--- src/rtl/rs_pkg.sv ---
// rs_pkg: shared sizing defaults for the age-ordered reservation station.
// The entry record itself is declared inside age_ordered_rs because its
// field widths follow that module's parameters.
package rs_pkg;

  localparam int RS_DEPTH_DEF     = 4;
  localparam int RS_ROB_IDX_W_DEF = 4;
  localparam int RS_DATA_W_DEF    = 16;
  localparam int RS_INSTR_W_DEF   = 16;
  localparam int RS_CDB_PORTS_DEF = 4;

endpackage

--- src/rtl/rs_age_matrix.sv ---
// rs_age_matrix: DEPTH x DEPTH relative-age tracker. r_older[i][j] set means
// slot j was written before slot i and both are still live. Columns of dead
// slots are always zero, so a new row can simply copy the live vector.
module rs_age_matrix
  import rs_pkg::*;
#(
  parameter int DEPTH = RS_DEPTH_DEF
) (
  input  logic             clk,
  input  logic             rst_n,
  input  logic [DEPTH-1:0] i_alloc,
  input  logic [DEPTH-1:0] i_free,
  input  logic [DEPTH-1:0] i_req,
  output logic [DEPTH-1:0] o_grant
);

  logic [DEPTH-1:0] r_live;
  logic [DEPTH-1:0] r_older [DEPTH];

  // Track live slots; a new row records every survivor as older, frees clear columns.
  always_ff @(posedge clk or negedge rst_n) begin
    if (!rst_n) begin
      r_live <= '0;
      for (int i = 0; i < DEPTH; i++) r_older[i] <= '0;
    end else begin
      r_live <= (r_live & ~i_free) | i_alloc;
      for (int i = 0; i < DEPTH; i++) begin
        if (i_alloc[i]) r_older[i] <= r_live & ~i_free;
        else            r_older[i] <= r_older[i] & ~i_free;
      end
    end
  end

  // A requester wins when no other requester is older than it.
  always_comb begin
    o_grant = '0;
    for (int i = 0; i < DEPTH; i++)
      o_grant[i] = i_req[i] & ~|(r_older[i] & i_req);
  end

endmodule

--- src/rtl/age_ordered_rs.sv ---
// age_ordered_rs: reservation station in front of one functional unit.
// Buffers DEPTH dispatched instructions, snoops CDB_PORTS result buses for
// missing operands and issues the oldest fully-ready entry to the FU.
// Optional build macro RS_PERF_CNT_EN adds saturating stall/issue counters.
module age_ordered_rs
  import rs_pkg::*;
#(
  parameter int DEPTH     = RS_DEPTH_DEF,
  parameter int ROB_IDX_W = RS_ROB_IDX_W_DEF,
  parameter int DATA_W    = RS_DATA_W_DEF,
  parameter int INSTR_W   = RS_INSTR_W_DEF,
  parameter int CDB_PORTS = RS_CDB_PORTS_DEF
) (
  input  logic                           clk,
  input  logic                           rst_n,
  input  logic                           i_flush,
  input  logic                           i_wen,
  input  logic [ROB_IDX_W-1:0]           i_in_rob_idx,
  input  logic [INSTR_W-1:0]             i_in_instr,
  input  logic [ROB_IDX_W-1:0]           i_in_tag1,
  input  logic [ROB_IDX_W-1:0]           i_in_tag2,
  input  logic [DATA_W-1:0]              i_in_val1,
  input  logic [DATA_W-1:0]              i_in_val2,
  input  logic                           i_in_rdy1,
  input  logic                           i_in_rdy2,
  output logic                           o_wr_ready,
  output logic                           o_write_failed,
  output logic [$clog2(DEPTH+1)-1:0]     o_occupancy,
  input  logic                           i_fu_ready,
  output logic                           o_out_valid,
  output logic [ROB_IDX_W-1:0]           o_out_rob_idx,
  output logic [INSTR_W-1:0]             o_out_instr,
  output logic [DATA_W-1:0]              o_out_val1,
  output logic [DATA_W-1:0]              o_out_val2,
  input  logic [CDB_PORTS-1:0]           i_cdb_valid,
  input  logic [CDB_PORTS*ROB_IDX_W-1:0] i_cdb_rob_idx,
  input  logic [CDB_PORTS*DATA_W-1:0]    i_cdb_result
`ifdef RS_PERF_CNT_EN
  ,
  output logic [31:0]                    o_perf_stall_cnt,
  output logic [31:0]                    o_perf_issue_cnt
`endif
);

  localparam int OCC_W = $clog2(DEPTH + 1);

  typedef struct packed {
    logic                 valid;
    logic [ROB_IDX_W-1:0] rob_idx;
    logic [INSTR_W-1:0]   instr;
    logic [ROB_IDX_W-1:0] tag1;
    logic                 rdy1;
    logic [DATA_W-1:0]    val1;
    logic [ROB_IDX_W-1:0] tag2;
    logic                 rdy2;
    logic [DATA_W-1:0]    val2;
  } rs_entry_t;

  // Returns {hit, value}; the lowest-numbered matching channel wins.
  function automatic logic [DATA_W:0] cdb_lookup(
    input logic [ROB_IDX_W-1:0]           tag,
    input logic [CDB_PORTS-1:0]           vld,
    input logic [CDB_PORTS*ROB_IDX_W-1:0] tags,
    input logic [CDB_PORTS*DATA_W-1:0]    res
  );
    logic [DATA_W:0] hit;
    hit = '0;
    for (int c = CDB_PORTS - 1; c >= 0; c--)
      if (vld[c] && (tags[c*ROB_IDX_W +: ROB_IDX_W] == tag))
        hit = {1'b1, res[c*DATA_W +: DATA_W]};
    return hit;
  endfunction

  rs_entry_t r_ent [DEPTH];

  logic                 r_out_valid;
  logic [ROB_IDX_W-1:0] r_out_rob_idx;
  logic [INSTR_W-1:0]   r_out_instr;
  logic [DATA_W-1:0]    r_out_val1;
  logic [DATA_W-1:0]    r_out_val2;
  logic                 r_write_failed;

  logic [DEPTH-1:0]     w_valid;
  logic [DEPTH-1:0]     w_req;
  logic [DEPTH-1:0]     w_alloc;
  logic [DEPTH-1:0]     w_mat_alloc;
  logic [DEPTH-1:0]     w_free;
  logic [DEPTH-1:0]     w_grant;
  logic                 w_do_write;
  logic                 w_do_issue;
  logic                 w_stall;
  logic [DATA_W:0]      w_wk1 [DEPTH];
  logic [DATA_W:0]      w_wk2 [DEPTH];
  logic [DATA_W:0]      w_in_snoop1;
  logic [DATA_W:0]      w_in_snoop2;
  logic [ROB_IDX_W-1:0] w_iss_rob_idx;
  logic [INSTR_W-1:0]   w_iss_instr;
  logic [DATA_W-1:0]    w_iss_val1;
  logic [DATA_W-1:0]    w_iss_val2;

  // Slot status, issue candidates and the lowest free slot for the next write.
  always_comb begin
    w_valid = '0;
    w_req   = '0;
    w_alloc = '0;
    for (int i = 0; i < DEPTH; i++) begin
      w_valid[i] = r_ent[i].valid;
      w_req[i]   = r_ent[i].valid & r_ent[i].rdy1 & r_ent[i].rdy2;
    end
    for (int i = DEPTH - 1; i >= 0; i--) begin
      if (!w_valid[i]) begin
        w_alloc    = '0;
        w_alloc[i] = 1'b1;
      end
    end
  end

  // Write/issue qualification; flush overrides both.
  always_comb begin
    o_wr_ready  = ~&w_valid;
    w_stall     = i_wen & ~o_wr_ready;
    w_do_write  = i_wen & o_wr_ready & ~i_flush;
    w_do_issue  = i_fu_ready & (|w_req) & ~i_flush;
    w_mat_alloc = w_do_write ? w_alloc : '0;
    if (i_flush)         w_free = '1;
    else if (w_do_issue) w_free = w_grant;
    else                 w_free = '0;
  end

  // CDB snoop for the dispatch operands and for every stored operand.
  always_comb begin
    w_in_snoop1 = cdb_lookup(i_in_tag1, i_cdb_valid, i_cdb_rob_idx, i_cdb_result);
    w_in_snoop2 = cdb_lookup(i_in_tag2, i_cdb_valid, i_cdb_rob_idx, i_cdb_result);
    for (int i = 0; i < DEPTH; i++) begin
      w_wk1[i] = cdb_lookup(r_ent[i].tag1, i_cdb_valid, i_cdb_rob_idx, i_cdb_result);
      w_wk2[i] = cdb_lookup(r_ent[i].tag2, i_cdb_valid, i_cdb_rob_idx, i_cdb_result);
    end
  end

  // Select the granted entry's payload (grant is one-hot).
  always_comb begin
    w_iss_rob_idx = '0;
    w_iss_instr   = '0;
    w_iss_val1    = '0;
    w_iss_val2    = '0;
    for (int i = 0; i < DEPTH; i++) begin
      if (w_grant[i]) begin
        w_iss_rob_idx = r_ent[i].rob_idx;
        w_iss_instr   = r_ent[i].instr;
        w_iss_val1    = r_ent[i].val1;
        w_iss_val2    = r_ent[i].val2;
      end
    end
  end

  // Valid entry count.
  always_comb begin
    o_occupancy = '0;
    for (int i = 0; i < DEPTH; i++)
      o_occupancy = o_occupancy + OCC_W'(w_valid[i]);
  end

  rs_age_matrix #(
    .DEPTH (DEPTH)
  ) u_age (
    .clk     (clk),
    .rst_n   (rst_n),
    .i_alloc (w_mat_alloc),
    .i_free  (w_free),
    .i_req   (w_req),
    .o_grant (w_grant)
  );

  // Entry storage: flush > write into free slot > invalidate on issue > wakeup.
  always_ff @(posedge clk or negedge rst_n) begin
    if (!rst_n) begin
      for (int i = 0; i < DEPTH; i++) r_ent[i] <= '0;
    end else if (i_flush) begin
      for (int i = 0; i < DEPTH; i++) r_ent[i].valid <= 1'b0;
    end else begin
      for (int i = 0; i < DEPTH; i++) begin
        if (w_do_write && w_alloc[i]) begin
          r_ent[i].valid   <= 1'b1;
          r_ent[i].rob_idx <= i_in_rob_idx;
          r_ent[i].instr   <= i_in_instr;
          r_ent[i].tag1    <= i_in_tag1;
          r_ent[i].tag2    <= i_in_tag2;
          r_ent[i].rdy1    <= i_in_rdy1 | w_in_snoop1[DATA_W];
          r_ent[i].rdy2    <= i_in_rdy2 | w_in_snoop2[DATA_W];
          r_ent[i].val1    <= i_in_rdy1 ? i_in_val1 : w_in_snoop1[DATA_W-1:0];
          r_ent[i].val2    <= i_in_rdy2 ? i_in_val2 : w_in_snoop2[DATA_W-1:0];
        end else if (w_do_issue && w_grant[i]) begin
          r_ent[i].valid <= 1'b0;
        end else if (r_ent[i].valid) begin
          if (!r_ent[i].rdy1 && w_wk1[i][DATA_W]) begin
            r_ent[i].rdy1 <= 1'b1;
            r_ent[i].val1 <= w_wk1[i][DATA_W-1:0];
          end
          if (!r_ent[i].rdy2 && w_wk2[i][DATA_W]) begin
            r_ent[i].rdy2 <= 1'b1;
            r_ent[i].val2 <= w_wk2[i][DATA_W-1:0];
          end
        end
      end
    end
  end

  // Issue register toward the FU plus the write-failed pulse; data holds when idle.
  always_ff @(posedge clk or negedge rst_n) begin
    if (!rst_n) begin
      r_out_valid    <= 1'b0;
      r_out_rob_idx  <= '0;
      r_out_instr    <= '0;
      r_out_val1     <= '0;
      r_out_val2     <= '0;
      r_write_failed <= 1'b0;
    end else begin
      r_out_valid    <= w_do_issue;
      r_write_failed <= w_stall & ~i_flush;
      if (w_do_issue) begin
        r_out_rob_idx <= w_iss_rob_idx;
        r_out_instr   <= w_iss_instr;
        r_out_val1    <= w_iss_val1;
        r_out_val2    <= w_iss_val2;
      end
    end
  end

  assign o_out_valid    = r_out_valid;
  assign o_out_rob_idx  = r_out_rob_idx;
  assign o_out_instr    = r_out_instr;
  assign o_out_val1     = r_out_val1;
  assign o_out_val2     = r_out_val2;
  assign o_write_failed = r_write_failed;

`ifdef RS_PERF_CNT_EN
  logic [31:0] r_perf_stall;
  logic [31:0] r_perf_issue;

  // Saturating event counters; flush deliberately leaves them alone.
  always_ff @(posedge clk or negedge rst_n) begin
    if (!rst_n) begin
      r_perf_stall <= '0;
      r_perf_issue <= '0;
    end else begin
      if (w_stall && (r_perf_stall != '1))    r_perf_stall <= r_perf_stall + 32'd1;
      if (w_do_issue && (r_perf_issue != '1)) r_perf_issue <= r_perf_issue + 32'd1;
    end
  end

  assign o_perf_stall_cnt = r_perf_stall;
  assign o_perf_issue_cnt = r_perf_issue;
`endif

endmodule

--- config.mk ---
export PLATFORM = sky130hd
export DESIGN_NAME = age_ordered_rs
export DESIGN_NICKNAME = d
export VERILOG_FILES = /design/src/rtl/rs_pkg.sv /design/src/rtl/rs_age_matrix.sv /design/src/rtl/age_ordered_rs.sv
export SDC_FILE = /design/constraint.sdc
export NUM_CORES = 1
export LEC_CHECK = 0
export CORE_MARGIN = 2
export CORE_UTILIZATION = 25
export DETAILED_ROUTE_END_ITERATION = 8
export PLACE_DENSITY_LB_ADDON = 0.2
export SLEW_MARGIN = 40
export SYNTH_ARGS = -nofsm -noshare
export SYNTH_HDL_FRONTEND = slang
export SYNTH_HIERARCHICAL = 1
export SYNTH_SLANG_ARGS = --single-unit
--- constraint.sdc ---
create_clock -name clk -period 6.34 [get_ports clk]
set_input_delay 1.902 -clock clk [delete_from_list [all_inputs] [get_ports clk]]
set_output_delay 1.902 -clock clk [all_outputs]
set_load 0.02 [all_outputs]
* Yosys cells after proc, flatten, opt, wreduce, memory -nomap -nowiden
Cells that the tools add are included.
Word-level totals: output and inout bits 58, word-level logic and storage cells 342, register bits after elaboration 326
Cells by class: $add $sub $neg 3, reductions and logical operators 103, equal/unequal tests 44, bitwise logic cells 32, mux-type cells 113
Operator list (number):
- 2-to-1 mux 17 bit | 72
- 2-to-1 mux 16 bit | 14
- == test 4 bit | 40
- 2-to-1 mux 4 bit | 15
- logical AND 1 bit | 56
- bitwise AND 4 bit | 9
- AND reduction 4 bit | 9
- nonzero test 2 bit | 12
- OR reduction 4 bit | 5
- bitwise AND 1 bit | 18
- zero test 1 bit | 13
- 2-to-1 mux 1 bit | 12
- nonzero test 3 bit | 4
- inequality test 2 bit (second input constant) | 4
- AND reduction 2 bit | 4
- inverter 4 bit | 1
- bitwise OR 4 bit | 1
- adder 2 x 1 -> 3 bit | 1
- adder 3 x 1 -> 3 bit | 1
- adder 1 x 1 -> 2 bit | 1
- bitwise OR 1 bit | 2
- inverter 1 bit | 1

* Logic depth before layout (Yosys ltp)
Gate-level depths: netlist of run 1.
depth after elaboration 11, gate-level depth with buffers 12

* By module
Netlist of run 1, hierarchy kept.
By module, submodules not included:
- age_ordered_rs | instances 1, sequential area each 7657.3 um^2, area each 22161.3 um^2, cells each 2882
- rs_age_matrix | instances 1, sequential area each 500.5 um^2, area each 880.8 um^2, cells each 76

* Worst setup path after synthesis of run 1
Ideal clock, no wire load.
kind input -> register, start in i_cdb_rob_idx[6], end reg r_ent[28] in the netlist's numbering, required time 6.219 ns, buffers on the path 3, setup slack 2.444 ns, library setup time 0.121 ns, arrival 3.775 ns, cell stages on the path 10, path through buf_4 xor2_1 nor3_4 o2bb2a_1 buf_4 buf_2 nand3_1 a211oi_1 or3_1 a22o_1
Between the ends: cells in the longest elaborated chain, start to end 8, elaborated cells between the ends (all ways) 16, classes of those cells 2 x eq/ne; 9 x mux; 5 x reduce/logical
RTL lines:
- start: declaration | RTL line age_ordered_rs.sv:36 | input logic [CDB_PORTS*ROB_IDX_W-1:0] i_cdb_rob_idx,
- == test 4 bit | RTL line age_ordered_rs.sv:69 | if (vld[c] && (tags[c*ROB_IDX_W +: ROB_IDX_W] == tag))
- logical AND 1 bit | RTL line age_ordered_rs.sv:69
- 2-to-1 mux 17 bit (2 in series) | RTL line age_ordered_rs.sv:69
- 2-to-1 mux 17 bit | RTL line age_ordered_rs.sv:195 | if (!r_ent[i].rdy1 && w_wk1[i][DATA_W]) begin
- 2-to-1 mux 17 bit | RTL line age_ordered_rs.sv:194 | end else if (r_ent[i].valid) begin
- 2-to-1 mux 17 bit | RTL line age_ordered_rs.sv:192 | end else if (w_do_issue && w_grant[i]) begin
- 2-to-1 mux 17 bit | RTL line age_ordered_rs.sv:182 | if (w_do_write && w_alloc[i]) begin
- end: declaration | RTL line age_ordered_rs.sv:74 | rs_entry_t r_ent [DEPTH];
Several ways; a longest one is shown, not always the timed one. The select of a mux whose other input is x is not followed. A chain may end at the register's enable or synchronous reset.

* Final worst setup path of run 1
start in i_cdb_rob_idx[11], end reg r_ent[67] in the netlist's numbering
Between the ends: cells in the longest elaborated chain, start to end 9, elaborated cells between the ends (all ways) 18, classes of those cells 2 x eq/ne; 11 x mux; 5 x reduce/logical
RTL lines:
- == test 4 bit | RTL line age_ordered_rs.sv:69
- logical AND 1 bit | RTL line age_ordered_rs.sv:69
- 2-to-1 mux 17 bit (3 in series) | RTL line age_ordered_rs.sv:69
- 2-to-1 mux 17 bit | RTL line age_ordered_rs.sv:199 | if (!r_ent[i].rdy2 && w_wk2[i][DATA_W]) begin
- 2-to-1 mux 17 bit | RTL line age_ordered_rs.sv:194
- 2-to-1 mux 17 bit | RTL line age_ordered_rs.sv:192
- 2-to-1 mux 17 bit | RTL line age_ordered_rs.sv:182
Several ways; a longest one is shown, not always the timed one. The select of a mux whose other input is x is not followed.

==> results of run 1 <==
==> synthesized netlist by cell type, types with 22 or more instances <==
cell and number:
nand2_1 575, dfrtp_1 326, clkbuf_1 264, nor2_1 255
a21oi_1 187, a211oi_1 158, nand3_1 135, o21ai_0 110
xor2_1 80, a22oi_1 76, xnor2_1 56, o221ai_1 52
a311oi_1 51, inv_1 51, o31ai_1 50, buf_2 43
and3_1 37, mux2i_1 36, nand3b_1 32, o211ai_1 32
nor3_1 31, buf_1 22
==> path summary, 6_finish.rpt <==
check | startpoint | slack (ns) | to
hold / removal | r_ent[59]$_DFFE_PN0P_ | 0.47 | r_ent[59]$_DFFE_PN0P_
min in group asynchronous | rst_n | 1.34 | r_ent[167]$_DFFE_PN0P_
max in group asynchronous | rst_n | 3.76 | o_out_val1[7]$_DFFE_PN0N_
setup reg to reg | r_ent[188]$_DFFE_PN0P_ | 2.93 | o_out_val1[7]$_DFFE_PN0N_
hold reg to reg | r_ent[59]$_DFFE_PN0P_ | 0.47 | r_ent[59]$_DFFE_PN0P_
setup / recovery | i_cdb_rob_idx[11] | 1.46 | r_ent[67]$_DFFE_PN0P_
==> cell usage in the layout, fill, tap and decap left out, types with 16 or more instances in the layout <==
master / n
inv_1: 50
clkdlybuf4s50_1: 206
a211oi_1: 158
buf_4: 95
xnor2_1: 56
dfrtp_1: 326
nor2_1: 255
a22oi_1: 76
o211ai_1: 32
nand3b_1: 32
o311ai_0: 16
o21ai_0: 110
xor2_1: 80
nor3_1: 29
nand2_1: 572
o221ai_1: 52
a311oi_1: 51
o31ai_1: 50
nand3_1: 132
nand4_1: 21
a22o_1: 18
mux2i_1: 36
a21oi_1: 187
and3_1: 36
clkbuf_16: 43
==> sequential cells by signal, summed over array words and instances (netlist names) <==
register,flops
o_out_val2,16
o_out_valid,1
o_out_instr,16
r_ent,252
o_out_rob_idx,4
u_age/r_live,4
o_out_val1,16
o_write_failed,1
u_age/r_older,16
==> area by class of cell <==
type	count	area (sq um)	share of cell area (%)
antenna	2	5.00	0.0182
clock buffer	65	1250	4.55
clock inverter	12	181	0.661
inverter	55	209	0.761
multi-input combinational	2218	13300	48.4
sequential	326	8160	29.7
tap	1186	1480	5.40
timing repair buffer	308	2890	10.5
==> layer usage <==
layer	GRT usage, %	wire, um	vias up
li1	-	-	10600
met1	32.5	49900	11400
met2	34.7	47800	1093
met3	4.22	8750	268
met4	8.62	4520	16
met5	0	100	-
==> logic make-up after synthesis <==
kind of cell | after synthesis | share of synthesized area, %
simple gates | 1157 | 22.3
compound gates | 884 | 27.7
buf+inv | 414 | 7.52
fa+ha+maj | 5 | 0.304
flops | 326 | 35.4
xor+xnor | 136 | 5.17
mux | 36 | 1.56
==> worst register-to-register path, cell delays in order (launching register included) <==
cell and delay [ns]:
dfrtp_1 0.46, and3_1 0.27, a22oi_1 0.22, and4b_1 0.44, nor2b_4 0.69, buf_4 0.43, a22oi_1 0.12, nor2_1 0.12
a21oi_1 0.05, nor2_1 0.12, a21oi_1 0.18, o21ai_0 0.24
==> power groups by stage <==
stage          Sequential (mW)  Clock, mW  Combinational (mW)
4_1_cts                   2.62       2.58                1.65
2_1_floorplan             2.58          0                1.02
5_1_grt                   2.66       2.65                1.81
6_report                  2.62       2.53                1.67
3_3_place_gp              2.65          0                1.64
3_5_place_dp              2.65          0                1.65
==> flow_metrics.env, run 1 <==
export IMPL_cp_num_buf_inv=3
export IMPL_end_kind="register"
export IMPL_synth_async_reset_ratio_pct=100
export IMPL_power_total_mw=6.81
export IMPL_postSynthAreaPerCell_sq_um=7.79
export IMPL_vias_per_cell=5.60
export IMPL_rows=111
export IMPL_setup_viol=0
export IMPL_placed_area_sq_um=26000
export IMPL_track_usage_pct=23.0
export IMPL_io_pin_count=209
export IMPL_dp_slack_ns=0.990
export IMPL_hold_path_class="reg2reg"
export IMPL_hold_path_depth=2
export IMPL_ir_worst_vdd_mv=0.188
export IMPL_insertion_delay_ns=0.60
export IMPL_cpLargestDelayFamily="buffers and inverters"
export IMPL_p_comb_share_pct=24.5
export IMPL_cts_resized=0
export IMPL_die_width_um=308
export IMPL_die_h_um=308
export IMPL_drive_gt1_share_pct=8.78
export IMPL_synthCells=2958
export IMPL_period_share_pct=76.9
export IMPL_synth_warnings=6
export IMPL_cts_tree="yes"
export IMPL_synth_seq_cells=326
export IMPL_ys_types=74
export IMPL_drt_wl_total_um=111000
export IMPL_netlist_area_sq_um=23000
export IMPL_post_dp_hpwl_um=75000
export IMPL_p_leak_nw=11.0
export IMPL_gr_total_overflow=0
export IMPL_synth_top_area_cell="dfrtp_1"
export IMPL_grt_pass1_wl_um=162000
export IMPL_max_stage_delay_ns=0.93
export IMPL_reg2regPathDepth=11
export IMPL_worstSetupPathType="in2reg"
export IMPL_critPathSlowestCell="clkdlybuf4s50_1"
export IMPL_htree_levels=2
export IMPL_drc=0
export IMPL_p_int_mw=4.49
export IMPL_via_count=23400
export IMPL_drv_slew=0
export IMPL_synthFlopType="dfrtp_1"
export IMPL_fmax_mhz=205
export IMPL_maxCapViolations=0
export IMPL_cp_num_cells=9
export IMPL_cp_required_ns=6.83
export IMPL_grt_pass1_vias=22300
export IMPL_setup_ws_ns=1.46
export IMPL_drt_first_pass_iters=6
export IMPL_antenna_left=0
export IMPL_swShare_pct=34.1
export IMPL_syn_nets=3114
export IMPL_start_util_pct=25.2
export IMPL_p_seq_share_pct=38.5
export IMPL_numClockSinks=326
export IMPL_drt_iter0_markers=2762
export IMPL_fin_util_pct=30.0
export IMPL_grt_max_degree=122
export IMPL_core_region_area_sq_um=91500
export IMPL_cp_data_arrival_time_ns=5.37
export IMPL_antenna_found_initial=12
export IMPL_synth_seq_area_share_pct=35.4
export IMPL_clkSlewWorstSetupHoldPaths_ns=0.06
export IMPL_powerDensity_nw_per_um2=248
export IMPL_slew_headroom_pct=40.9
export IMPL_final_cells=4172
export IMPL_hold_viol=0
export IMPL_syn_to_final_growth_pct=19.2
export IMPL_synth_edff_count=0
export IMPL_rsz0062_at_grt="no"
export IMPL_ys_top_cells_by_area="dfrtp_1 (35%), nand2_1 (9.4%), a211oi_1 (5.1%)"
export IMPL_outcome="completed"
export IMPL_cts_hold_buf=0
export IMPL_dieArea_sq_um=94600
export IMPL_setup_tns_ns=0
export IMPL_n_fill_cell=9768
export IMPL_p_sw_mw=2.32
export IMPL_max_slew_worst_pin_slew_ns=0.884
export IMPL_place_gp_congestion=0.914
export IMPL_period_needed_ns=4.88
export IMPL_post_route_cell_area_sq_um=27500
export IMPL_critPathMaxFanout=11
export IMPL_clock_skew_final_ns=0.0245
export IMPL_place_inst=4093
export IMPL_post_cts_setup_buffers=0
export IMPL_portBuffers=208
export IMPL_cp_start_kind="input pin"
export IMPL_clockPowerShare_pct=37.1
export IMPL_nNetsFinal=3108
export IMPL_numCtsBuffers=43
export IMPL_cts_root_buf="clkbuf_16"
export IMPL_routedWlPerCell_um=26.6
export IMPL_path_cells="clkdlybuf4s50_1 > inv_1 > a222oi_1 > and3_1 > buf_4 > nand3_1 > a311oi_1 > a211oi_1 > o31ai_1"
export IMPL_synth_top_area_share_pct=35.4
export IMPL_hold_worst_slack_ns=0.473
export IMPL_clockBufferDepth=3
Note: power is estimated with default switching activity, not from simulation.
==> run 2, diff against run 1 <==
Clock period 6.34 ns to 3.95 ns, I/O delays scaled along.
==> run 2 against run 1 <==
Die area did not move. Global-route usage grew 0.36 points. Critical endpoint is now o_occupancy[2]. Clock skew up 0.0093 ns. Total power grew 68%. Critical path depth is 3 lower. Sequential power rose by 60%. Clock-buffer cell count down 4. Sequential share of layout area decreased by 1.6 points. Final cell count up 2.9%. Flip-flop and latch count unchanged. Combinational power up 69%.
==> flow_metrics.env, run 2 (synthesis gave the netlist of run 1 again) <==
export IMPL_outcome="completed"
export IMPL_worstHoldStart="r_ent[56]$_DFFE_PN0P_"
export IMPL_rsz0062_at_grt="no"
export IMPL_critPathLaunch="r_ent[125]$_DFFE_PN0P_"
export IMPL_drt_first_pass_iters=7
export IMPL_final_cells=4293
export IMPL_cts_resized=3
export IMPL_numClockSinks=326
export IMPL_cp_required_ns=2.76
export IMPL_final_common_cell="nand2_1"
export IMPL_post_dp_hpwl_um=78700
export IMPL_drt_iter0_markers=2390
export IMPL_place_inst=4212
export IMPL_antenna_found_initial=8
export IMPL_via_count=23700
export IMPL_regMostFlops="r_ent"
export IMPL_p_sw_mw=3.80
export IMPL_max_slew_worst_pin_slew_ns=0.867
export IMPL_grt_pass1_wl_um=166000
export IMPL_clockPowerShare_pct=38.5
export IMPL_post_route_cell_area_sq_um=29100
export IMPL_nNetsFinal=3227
export IMPL_p_comb_share_pct=24.7
export IMPL_swShare_pct=33.3
export IMPL_largest_register_ffs=252
export IMPL_ir_worst_vdd_mv=0.278
export IMPL_cp_data_arrival_time_ns=2.60
export IMPL_syn_to_final_growth_pct=26.1
export IMPL_cts_root_buf="clkbuf_16"
export IMPL_setup_viol=0
export IMPL_clock_skew_final_ns=0.0338
export IMPL_cts_hold_buf=0
export IMPL_place_gp_congestion=0.918
export IMPL_vias_per_cell=5.53
export IMPL_worstSetupPathType="reg2out"
export IMPL_cp_start_kind="register"
export IMPL_rows=111
export IMPL_grt_pass1_vias=23600
export IMPL_fmax_mhz=264
export IMPL_htree_levels=2
export IMPL_core_region_area_sq_um=91500
export IMPL_cts_tree="yes"
export IMPL_track_usage_pct=23.4
export IMPL_die_width_um=308
export IMPL_maxCapViolations=0
export IMPL_slew_headroom_pct=42.2
export IMPL_numCtsBuffers=43
export IMPL_io_pin_count=209
export IMPL_n_fill_cell=9716
export IMPL_final_cell_mix="nand2_1 (572), dfrtp_1 (324), nor2_1 (255), clkdlybuf4s50_1 (205), a21oi_1 (187)"
export IMPL_post_cts_setup_buffers=0
export IMPL_die_h_um=308
export IMPL_p_seq_share_pct=36.7
export IMPL_clkSlewWorstSetupHoldPaths_ns=0.06
export IMPL_gr_total_overflow=0
export IMPL_hold_path_class="reg2reg"
export IMPL_drt_wl_total_um=112000
export IMPL_portBuffers=208
export IMPL_insertion_delay_ns=0.61
export IMPL_drive_gt1_share_pct=12.4
export IMPL_p_int_mw=7.63
export IMPL_routedWlPerCell_um=26.1
export IMPL_fin_util_pct=31.7
export IMPL_placed_area_sq_um=27500
export IMPL_period_needed_ns=3.79
export IMPL_p_leak_nw=11.9
export IMPL_clockBufferDepth=3
export IMPL_powerDensity_nw_per_um2=394
export IMPL_r2r_start="r_ent[16]$_DFFE_PN0P_"
export IMPL_drc=0
export IMPL_end_kind="primary output"
export IMPL_grt_max_degree=106
export IMPL_start_util_pct=25.2
export IMPL_dieArea_sq_um=94600
export IMPL_critPathMaxFanout=5
export IMPL_hold_viol=0
export IMPL_period_share_pct=95.9
export IMPL_drv_slew=0
export IMPL_antenna_left=0
[run 2: area by class of cell]
cell class                      count  area, sq um  area share, %
Sequential cell                   326         8160           28.1
Tap cell                         1186         1480           5.11
Multi-Input combinational cell   2218        13200           45.6
Antenna cell                        2         5.00         0.0172
Inverter                           55          206          0.711
Clock buffer                       61         1240           4.28
Clock inverter                     18          333           1.15
Timing Repair Buffer              427         4380           15.1
[run 2: final timing paths]
path	endpoint	slack, ns	cells after the start
worst min register to register	r_ent[56]$_DFFE_PN0P_	0.47	2
max in group asynchronous	r_ent[133]$_DFFE_PN0P_	2.53	2
worst max register to register	r_ent[155]$_DFFE_PN0P_	0.78	9
worst min-delay path	r_ent[56]$_DFFE_PN0P_	0.47	2
min in group asynchronous	r_ent[27]$_DFFE_PN0P_	0.60	1
worst max-delay path	o_occupancy[2]	0.16	6
[run 2: power groups by stage]
stage,sequential (mW),clock [mW],combinational (mW)
after global placement,4.24,0,2.79
after CTS,4.20,4.51,2.81
after detailed placement,4.25,0,2.80
after floorplan,4.13,0,1.64
final,4.20,4.41,2.83
after global routing,4.26,4.64,3.07
[run 2: through the flow]
step	hold WS (ns)	setup WS, ns	power (mW)	TNS [ns]
4_1_cts	0.477	0.0908	11.5	0
3_5_place_dp	0.463	-0.126	7.06	-0.849
2_1_floorplan	0.445	0.771	5.78	0
6_report	0.472	0.161	11.4	0
3_3_place_gp	0.458	-0.150	7.03	-1.00
5_1_grt	0.483	0.0341	12.0	0
[run 2: layer usage]
layer  share of wire, %  track usage, %  wire length, um
met1                 44            31.9            49600
met2                 44            36.3            49900
met3                6.8            4.07             7660
met4                4.5            9.50             4990
met5              0.041               0               46
[run 2: critical path, cell delays in order, from the launching register on]
cell and delay (ns):
dfrtp_2 0.45, inv_1 0.15, fa_1 0.43, inv_1 0.06
ha_1 0.19, ha_1 0.16, clkdlybuf4s50_1 0.59
